==> src/rtl/sysbr_pkg.sv <==
// sysbr_pkg - shared definitions for the system bridge data bus.
//
// Contents:
//   state_t   : sequencer state encoding for sysbr_arb
//   region_t  : address decode result (DM, IO, ERR)
//   DEF_*     : default memory map and IO timing, also used by the CPU-side
//               address decode so both agree on the window layout
//   in_window : 33-bit [base, base+size) membership test
//   decode    : maps a byte address onto a region; DM wins any overlap
package sysbr_pkg;

    typedef enum logic [1:0] {
        ST_IDLE,
        ST_DM_ACC,
        ST_IO_ACC,
        ST_RESP
    } state_t;

    typedef enum logic [1:0] {
        REG_DM,
        REG_IO,
        REG_ERR
    } region_t;

    localparam logic [31:0] DEF_DM_BASE_ADDR = 32'h0000_0000;
    localparam int unsigned DEF_DM_DEPTH     = 10;
    localparam logic [31:0] DEF_IO_BASE_ADDR = 32'h0000_7F00;
    localparam logic [31:0] DEF_IO_SIZE      = 32'h0000_0100;
    localparam int unsigned DEF_IO_WAIT      = 2;

    // Compares are done in 33 bits so that base + size never wraps past 2^32.
    function automatic logic in_window(input logic [31:0] addr,
                                       input logic [31:0] base,
                                       input logic [32:0] size);
        logic [32:0] a;
        logic [32:0] lo;
        a  = {1'b0, addr};
        lo = {1'b0, base};
        return (a >= lo) && (a < lo + size);
    endfunction

    function automatic region_t decode(input logic [31:0] addr,
                                       input logic [31:0] dm_base,
                                       input int unsigned dm_depth,
                                       input logic [31:0] io_base,
                                       input logic [31:0] io_size);
        logic [32:0] dm_size;
        dm_size = 33'd4 << dm_depth;
        if (in_window(addr, dm_base, dm_size)) begin
            return REG_DM;
        end else if (in_window(addr, io_base, {1'b0, io_size})) begin
            return REG_IO;
        end else begin
            return REG_ERR;
        end
    endfunction

endpackage

==> src/rtl/sysbr_rr_arb2.sv <==
// sysbr_rr_arb2 - two-way round-robin pick with last-grant memory.
//
// Ports:
//   clk, rst_n : clock, asynchronous active-low reset
//   req[1:0]   : request from master 0 / master 1
//   adv        : commit the current pick (arbiter is sampling requests)
//   gnt_valid  : at least one request is present
//   gnt_id     : winning master (0 or 1)
//
// A lone requester always wins. On a tie the master not granted last wins.
// After reset last_grant is master 1, so master 0 wins the first tie.
module sysbr_rr_arb2 (
    input  logic       clk,
    input  logic       rst_n,
    input  logic [1:0] req,
    input  logic       adv,
    output logic       gnt_valid,
    output logic       gnt_id
);

    logic last_q;

    always_comb begin
        gnt_valid = |req;
        if (&req) begin
            gnt_id = ~last_q;
        end else begin
            gnt_id = req[1];
        end
    end

    always_ff @(posedge clk or negedge rst_n) begin
        if (!rst_n) begin
            last_q <= 1'b1;
        end else if (adv && gnt_valid) begin
            last_q <= gnt_id;
        end
    end

endmodule

==> src/rtl/sysbr_arb.sv <==
// sysbr_arb - two-master arbiter and access sequencer for the bridge data bus.
//
// Master side (x = 0 CPU, x = 1 DMA/debug loader):
//   mx_req/wr/addr/wdata/be : request held until mx_ack
//   mx_ack                  : one-cycle completion pulse
//   mx_err                  : with ack, address hit no region
//   mx_rdata                : read data with ack, else 0
// Data memory side:
//   dm_wr, dm_addr (word), dm_din, dm_be : driven only in the DM access cycle
//   dm_dout                              : synchronous read data, 1-cycle latency
// IO side:
//   io_wr, io_rd, io_addr (byte), io_din : driven for IO_WAIT+1 cycles
//   io_dout                              : sampled on the last IO cycle
//
// Sequence: IDLE picks a master and latches its request, then DM_ACC (one
// cycle) or IO_ACC (IO_WAIT+1 cycles) or straight to RESP for an unmapped
// address. RESP returns the ack to the granted master, then back to IDLE.
// All target-side outputs are decoded from the state so an asynchronous
// reset drops every strobe immediately.
module sysbr_arb
    import sysbr_pkg::*;
#(
    parameter logic [31:0] DM_BASE_ADDR = DEF_DM_BASE_ADDR,
    parameter int unsigned DM_DEPTH     = DEF_DM_DEPTH,
    parameter logic [31:0] IO_BASE_ADDR = DEF_IO_BASE_ADDR,
    parameter logic [31:0] IO_SIZE      = DEF_IO_SIZE,
    parameter int unsigned IO_WAIT      = DEF_IO_WAIT
) (
    input  logic                clk,
    input  logic                rst_n,

    input  logic                m0_req,
    input  logic                m0_wr,
    input  logic [31:0]         m0_addr,
    input  logic [31:0]         m0_wdata,
    input  logic [3:0]          m0_be,
    output logic                m0_ack,
    output logic                m0_err,
    output logic [31:0]         m0_rdata,

    input  logic                m1_req,
    input  logic                m1_wr,
    input  logic [31:0]         m1_addr,
    input  logic [31:0]         m1_wdata,
    input  logic [3:0]          m1_be,
    output logic                m1_ack,
    output logic                m1_err,
    output logic [31:0]         m1_rdata,

    output logic                dm_wr,
    output logic [DM_DEPTH-1:0] dm_addr,
    output logic [31:0]         dm_din,
    output logic [3:0]          dm_be,
    input  logic [31:0]         dm_dout,

    output logic                io_wr,
    output logic                io_rd,
    output logic [31:0]         io_addr,
    output logic [31:0]         io_din,
    input  logic [31:0]         io_dout
);

    localparam int unsigned CNT_W = (IO_WAIT > 0) ? $clog2(IO_WAIT + 1) : 1;

    state_t            state_q;
    state_t            state_d;

    logic              gnt_valid;
    logic              gnt_id;
    logic              adv;

    logic              sel_wr;
    logic [31:0]       sel_addr;
    logic [31:0]       sel_wdata;
    logic [3:0]        sel_be;
    region_t           sel_region;

    logic              lat_wr;
    logic [31:0]       lat_addr;
    logic [31:0]       lat_wdata;
    logic [3:0]        lat_be;
    logic              lat_id;
    region_t           lat_region;
    logic [CNT_W-1:0]  cnt_q;
    logic [31:0]       rdata_q;

    logic [31:0]       dm_off;
    logic              unused_dm_off_bits;
    logic [31:0]       resp_data;

    assign adv = (state_q == ST_IDLE);

    sysbr_rr_arb2 u_rr (
        .clk       (clk),
        .rst_n     (rst_n),
        .req       ({m1_req, m0_req}),
        .adv       (adv),
        .gnt_valid (gnt_valid),
        .gnt_id    (gnt_id)
    );

    // Winner's request fields, only meaningful while sampling in IDLE.
    always_comb begin
        sel_wr     = gnt_id ? m1_wr    : m0_wr;
        sel_addr   = gnt_id ? m1_addr  : m0_addr;
        sel_wdata  = gnt_id ? m1_wdata : m0_wdata;
        sel_be     = gnt_id ? m1_be    : m0_be;
        sel_region = decode(sel_addr, DM_BASE_ADDR, DM_DEPTH, IO_BASE_ADDR, IO_SIZE);
    end

    always_comb begin
        state_d = state_q;
        case (state_q)
            ST_IDLE: begin
                if (gnt_valid) begin
                    case (sel_region)
                        REG_DM:  state_d = ST_DM_ACC;
                        REG_IO:  state_d = ST_IO_ACC;
                        default: state_d = ST_RESP;
                    endcase
                end
            end
            ST_DM_ACC: state_d = ST_RESP;
            ST_IO_ACC: begin
                if (cnt_q == '0) begin
                    state_d = ST_RESP;
                end
            end
            ST_RESP:   state_d = ST_IDLE;
            default:   state_d = ST_IDLE;
        endcase
    end

    always_ff @(posedge clk or negedge rst_n) begin
        if (!rst_n) begin
            state_q    <= ST_IDLE;
            lat_wr     <= 1'b0;
            lat_addr   <= '0;
            lat_wdata  <= '0;
            lat_be     <= '0;
            lat_id     <= 1'b0;
            lat_region <= REG_ERR;
            cnt_q      <= '0;
            rdata_q    <= '0;
        end else begin
            state_q <= state_d;
            if (state_q == ST_IDLE && gnt_valid) begin
                lat_wr     <= sel_wr;
                lat_addr   <= sel_addr;
                lat_wdata  <= sel_wdata;
                lat_be     <= sel_be;
                lat_id     <= gnt_id;
                lat_region <= sel_region;
                cnt_q      <= CNT_W'(IO_WAIT);
            end
            if (state_q == ST_IO_ACC) begin
                if (cnt_q != '0) begin
                    cnt_q <= cnt_q - 1'b1;
                end else begin
                    rdata_q <= io_dout;
                end
            end
        end
    end

    assign dm_off             = lat_addr - DM_BASE_ADDR;
    assign unused_dm_off_bits = ^{dm_off[31:DM_DEPTH+2], dm_off[1:0]};

    always_comb begin
        dm_wr    = 1'b0;
        dm_addr  = '0;
        dm_din   = '0;
        dm_be    = '0;
        io_wr    = 1'b0;
        io_rd    = 1'b0;
        io_addr  = '0;
        io_din   = '0;
        m0_ack   = 1'b0;
        m0_err   = 1'b0;
        m0_rdata = '0;
        m1_ack   = 1'b0;
        m1_err   = 1'b0;
        m1_rdata = '0;

        // DM read data arrives combinationally in RESP (one cycle after the
        // address); IO read data was captured on the last strobe cycle.
        if (lat_wr || lat_region == REG_ERR) begin
            resp_data = '0;
        end else if (lat_region == REG_DM) begin
            resp_data = dm_dout;
        end else begin
            resp_data = rdata_q;
        end

        case (state_q)
            ST_DM_ACC: begin
                dm_wr   = lat_wr;
                dm_addr = dm_off[DM_DEPTH+1:2];
                dm_din  = lat_wdata;
                dm_be   = lat_be;
            end
            ST_IO_ACC: begin
                io_wr   = lat_wr;
                io_rd   = ~lat_wr;
                io_addr = lat_addr;
                io_din  = lat_wdata;
            end
            ST_RESP: begin
                if (lat_id) begin
                    m1_ack   = 1'b1;
                    m1_err   = (lat_region == REG_ERR);
                    m1_rdata = resp_data;
                end else begin
                    m0_ack   = 1'b1;
                    m0_err   = (lat_region == REG_ERR);
                    m0_rdata = resp_data;
                end
            end
            default: ;
        endcase
    end

endmodule

==> config.mk <==
export PLATFORM = sky130hd
export DESIGN_NAME = sysbr_arb
export DESIGN_NICKNAME = d
export VERILOG_FILES = /design/src/rtl/sysbr_pkg.sv /design/src/rtl/sysbr_rr_arb2.sv /design/src/rtl/sysbr_arb.sv
export SDC_FILE = /design/constraint.sdc
export NUM_CORES = 1
export LEC_CHECK = 0
export ABC_AREA = 1
export CORE_AREA = 4 4 149 151
export CTS_BUF_LIST = sky130_fd_sc_hd__clkbuf_16
export CTS_CLUSTER_DIAMETER = 60
export CTS_CLUSTER_SIZE = 30
export DETAILED_ROUTE_END_ITERATION = 7
export DIE_AREA = 0 0 153 155
export DONT_BUFFER_PORTS = 1
export GPL_ROUTABILITY_DRIVEN = 0
export PLACE_DENSITY_LB_ADDON = 0.25
export SETUP_SLACK_MARGIN = 0.05
export SYNTH_ARGS = -nofsm -noshare
export SYNTH_HDL_FRONTEND = slang
export SYNTH_SLANG_ARGS = --single-unit
==> constraint.sdc <==
create_clock -name clk -period 3.22 [get_ports clk]
set_input_delay 0.805 -clock clk [delete_from_list [all_inputs] [get_ports clk]]
set_output_delay 0.805 -clock clk [all_outputs]
set_load 0.005 [all_outputs]
==> results.yml <==
status:
  outcome: "completed"
timing:
  skew_ns: 0.01153
  fin_crit_ns: 2.755
  slew_headroom_pct: 48.27
  hold_violations: 0
  period_share_pct: 85.56
  report.final.slew_viol_count: 0
  worstMarginPinSlew_ns: 0.7760
  fmax_mhz: 363.0
  rsz0062_at_grt: "no"
  setup_viol: 0
  fin_setup_tns_ns: 0
routing:
  final_antenna_net_count: 0
  drc: 0
  via_count: 5905
  wirelength_um: 21140
  drtIter0Drc: 336
  via_per_inst: 4.868
  post_drt_wl_per_cell_um: 17.43
  dr.pass1.iters: 5
hold_path:
  hold_path_class: "in2async"
clocking:
  cts_buffers: 9
  cts_tree: "done"
  clkLatencyLatePin_ns: 0.35
  h-tree-depth: 3
  cts_sinks: 109
  cts_resized: 0
  post_cts_buffers: 0
  clockRootBuffer: "clkbuf_16"
  worst_setup_hold_path_clk_slew_ns: 0.07
  cts.path.max_buffers: 2
  holdBufCountCts: 0
setup_path:
  required_ns: 2.41
  worst_setup_path_start_kind: "flop"
  path_max_fanout: 40
  path_class: "reg2out"
  crit_arrival_ns: 1.95
  crit_path_end_kind: "output port"
global_routing:
  grt_pass1_vias: 5860
  antenna_found_initial: 2
  grt_overflow_total: 0
  grt_usage_pct: 17.18
  grt_pass1_wl_um: 32660
  grtUsageMet1_pct: 20.15
  grt_util_met3_pct: 4.673
  grtUsageMet2_pct: 30.62
  grt_max_degree: 110
  busiest_layer: "met2"
yosys:
  yosysSeqAreaShare_pct: 41.22
  yosysTopAreaCellShare_pct: 40.43
  synth_top_area_cell: "dfrtp_1"
  ys_seq_elements: 109
  yosysMostFrequentCell: "nand2_1"
  yosys-top-cells-area: "dfrtp_1, nand2_1, inv_1"
  synth_warnings: 0
  ys_async_sr_fraction_pct: 100.0
  syn-num-nets: 1180
  synth.avg_cell_area_um2: 6.827
  synth_ff_type: "dfrtp_1"
  syn_inst: 970
  synth_cell_type_count: 23
  syn_area_um2: 6623
  synth_common_cells: "nand2_1, inv_1, nor2_1, dfrtp_1, o21ai_0"
  synth_edf_count: 0
pwr:
  p_total_uw: 6584
  peakVddDrop_v: 0.0003379
  power_density_nw_per_um2: 922.6
  leakage_uw: 0.003971
placed_design:
  hpwlAfterDp_um: 15900
  place_area_um2: 6863
  port_buffers: 0
die:
  die_width_um: 153
  initial_core_util_pct: 31.81
  ioPinCount: 387
  die_h_um: 155
  die-area_um2: 23720
  num_rows: 53
  coreArea_um2: 20820
cells_and_area:
  nets: 1143
  n_antenna_cell: 0
  layout-drive-gt1-share_pct: 7.676
  areaGrowthSynthToFinish_pct: 7.765
  final_area_um2: 7137
flow_run:
  drv_cap: 0
-- flip-flops by register name, summed over array words and instances (netlist names), 2 cells and up --
register    count
lat_addr       32
lat_wdata      32
rdata_q        32
lat_be          4
cnt_q           2
lat_region      2
state_q         2
-- logic make-up (layout without fill, tap and decap cells) --
group | after synthesis | count (layout) | share of synthesized area, %
mux | 32 | 32 | 5.441
compound gates | 155 | 155 | 13.34
flops | 109 | 109 | 41.22
fa+ha+maj | 4 | 4 | 0.7557
buf+inv | 224 | 192 | 13.13
simple gates | 446 | 446 | 26.11
-- area by class of cell --
cell class              instances  area [µm²]
fillers                      2253       13690
flip-flops and latches        109        2730
repair buffers                 13       135.1
multi-input cells             637        3042
clock inverters                 7       48.80
clock buffers                   9       225.2
well taps                     275       344.1
inverters                     163       611.8
-- per-layer routing --
metal	vias to the layer above	share of wire [%]
met4	4	1.9
met3	31	7.6
met5	-	0.13
met2	277	50
li1	2894	-
met1	2699	40
-- worst max-delay path, stage by stage (launching register included) --
cell	delay (ns)
dfrtp_1	0.41
inv_1	0.09
ha_2	0.57
buf_12	0.28
nand2_1	0.10
inv_1	0.10
-- power breakdown --
part / switching (µW) / total [µW] / internal (µW)
Clock: 537 / 1070 / 531
Combinational: 1900 / 2940 / 1040
Sequential: 498 / 2580 / 2080
Total: 2940 / 6580 / 3650
-- worst paths after layout --
check | startpoint | to | slack, ns | cells after the start
setup / recovery | state_q[0] | io_addr[13] | 0.46 | 5
max in group asynchronous | rst_n | lat_region[1] | 2.84 | 0
hold / removal | rst_n | rdata_q[23] | 0.15 | 0
setup reg to reg | u_rr.last_q | state_q[0] | 0.98 | 11
min in group clk | lat_addr[1] | lat_addr[1] | 0.49 | 2
hold reg to reg | lat_addr[1] | lat_addr[1] | 0.49 | 2
-- stage by stage --
stage | setup slack (ns) | hold WS (ns) | std cells | utilization (%)
after floorplan | 1.075 | 0.4505 | 970 | -
final | 0.4649 | 0.1505 | 1213 | 34.27
after global routing | 0.2984 | 0.1298 | 1213 | 34.27
after detailed placement | 0.6767 | 0.4772 | 1197 | 32.96
after global placement | 0.7461 | 0.4674 | 1197 | 32.96
after CTS | 0.4091 | 0.1233 | 1213 | 34.27
-- layout by cell type (no fill, tap or decap), drive strengths merged --
master | Yosys | final
a31oi | 17 | 17
mux2 | 32 | 32
nor2 | 154 | 154
ha | 4 | 4
a31o | 1 | 1
a21boi | 1 | 1
o21ai | 99 | 99
inv | 162 | 166
clkinv | 1 | 4
a21oi | 5 | 5
buf | 24 | 13
clkbuf | 37 | 9
nand3 | 18 | 18
nand3b | 6 | 6
nand2 | 268 | 268
dfstp | 2 | 2
dfrtp | 107 | 107
o211ai | 32 | 32
(Power assumes the default switching activity.)
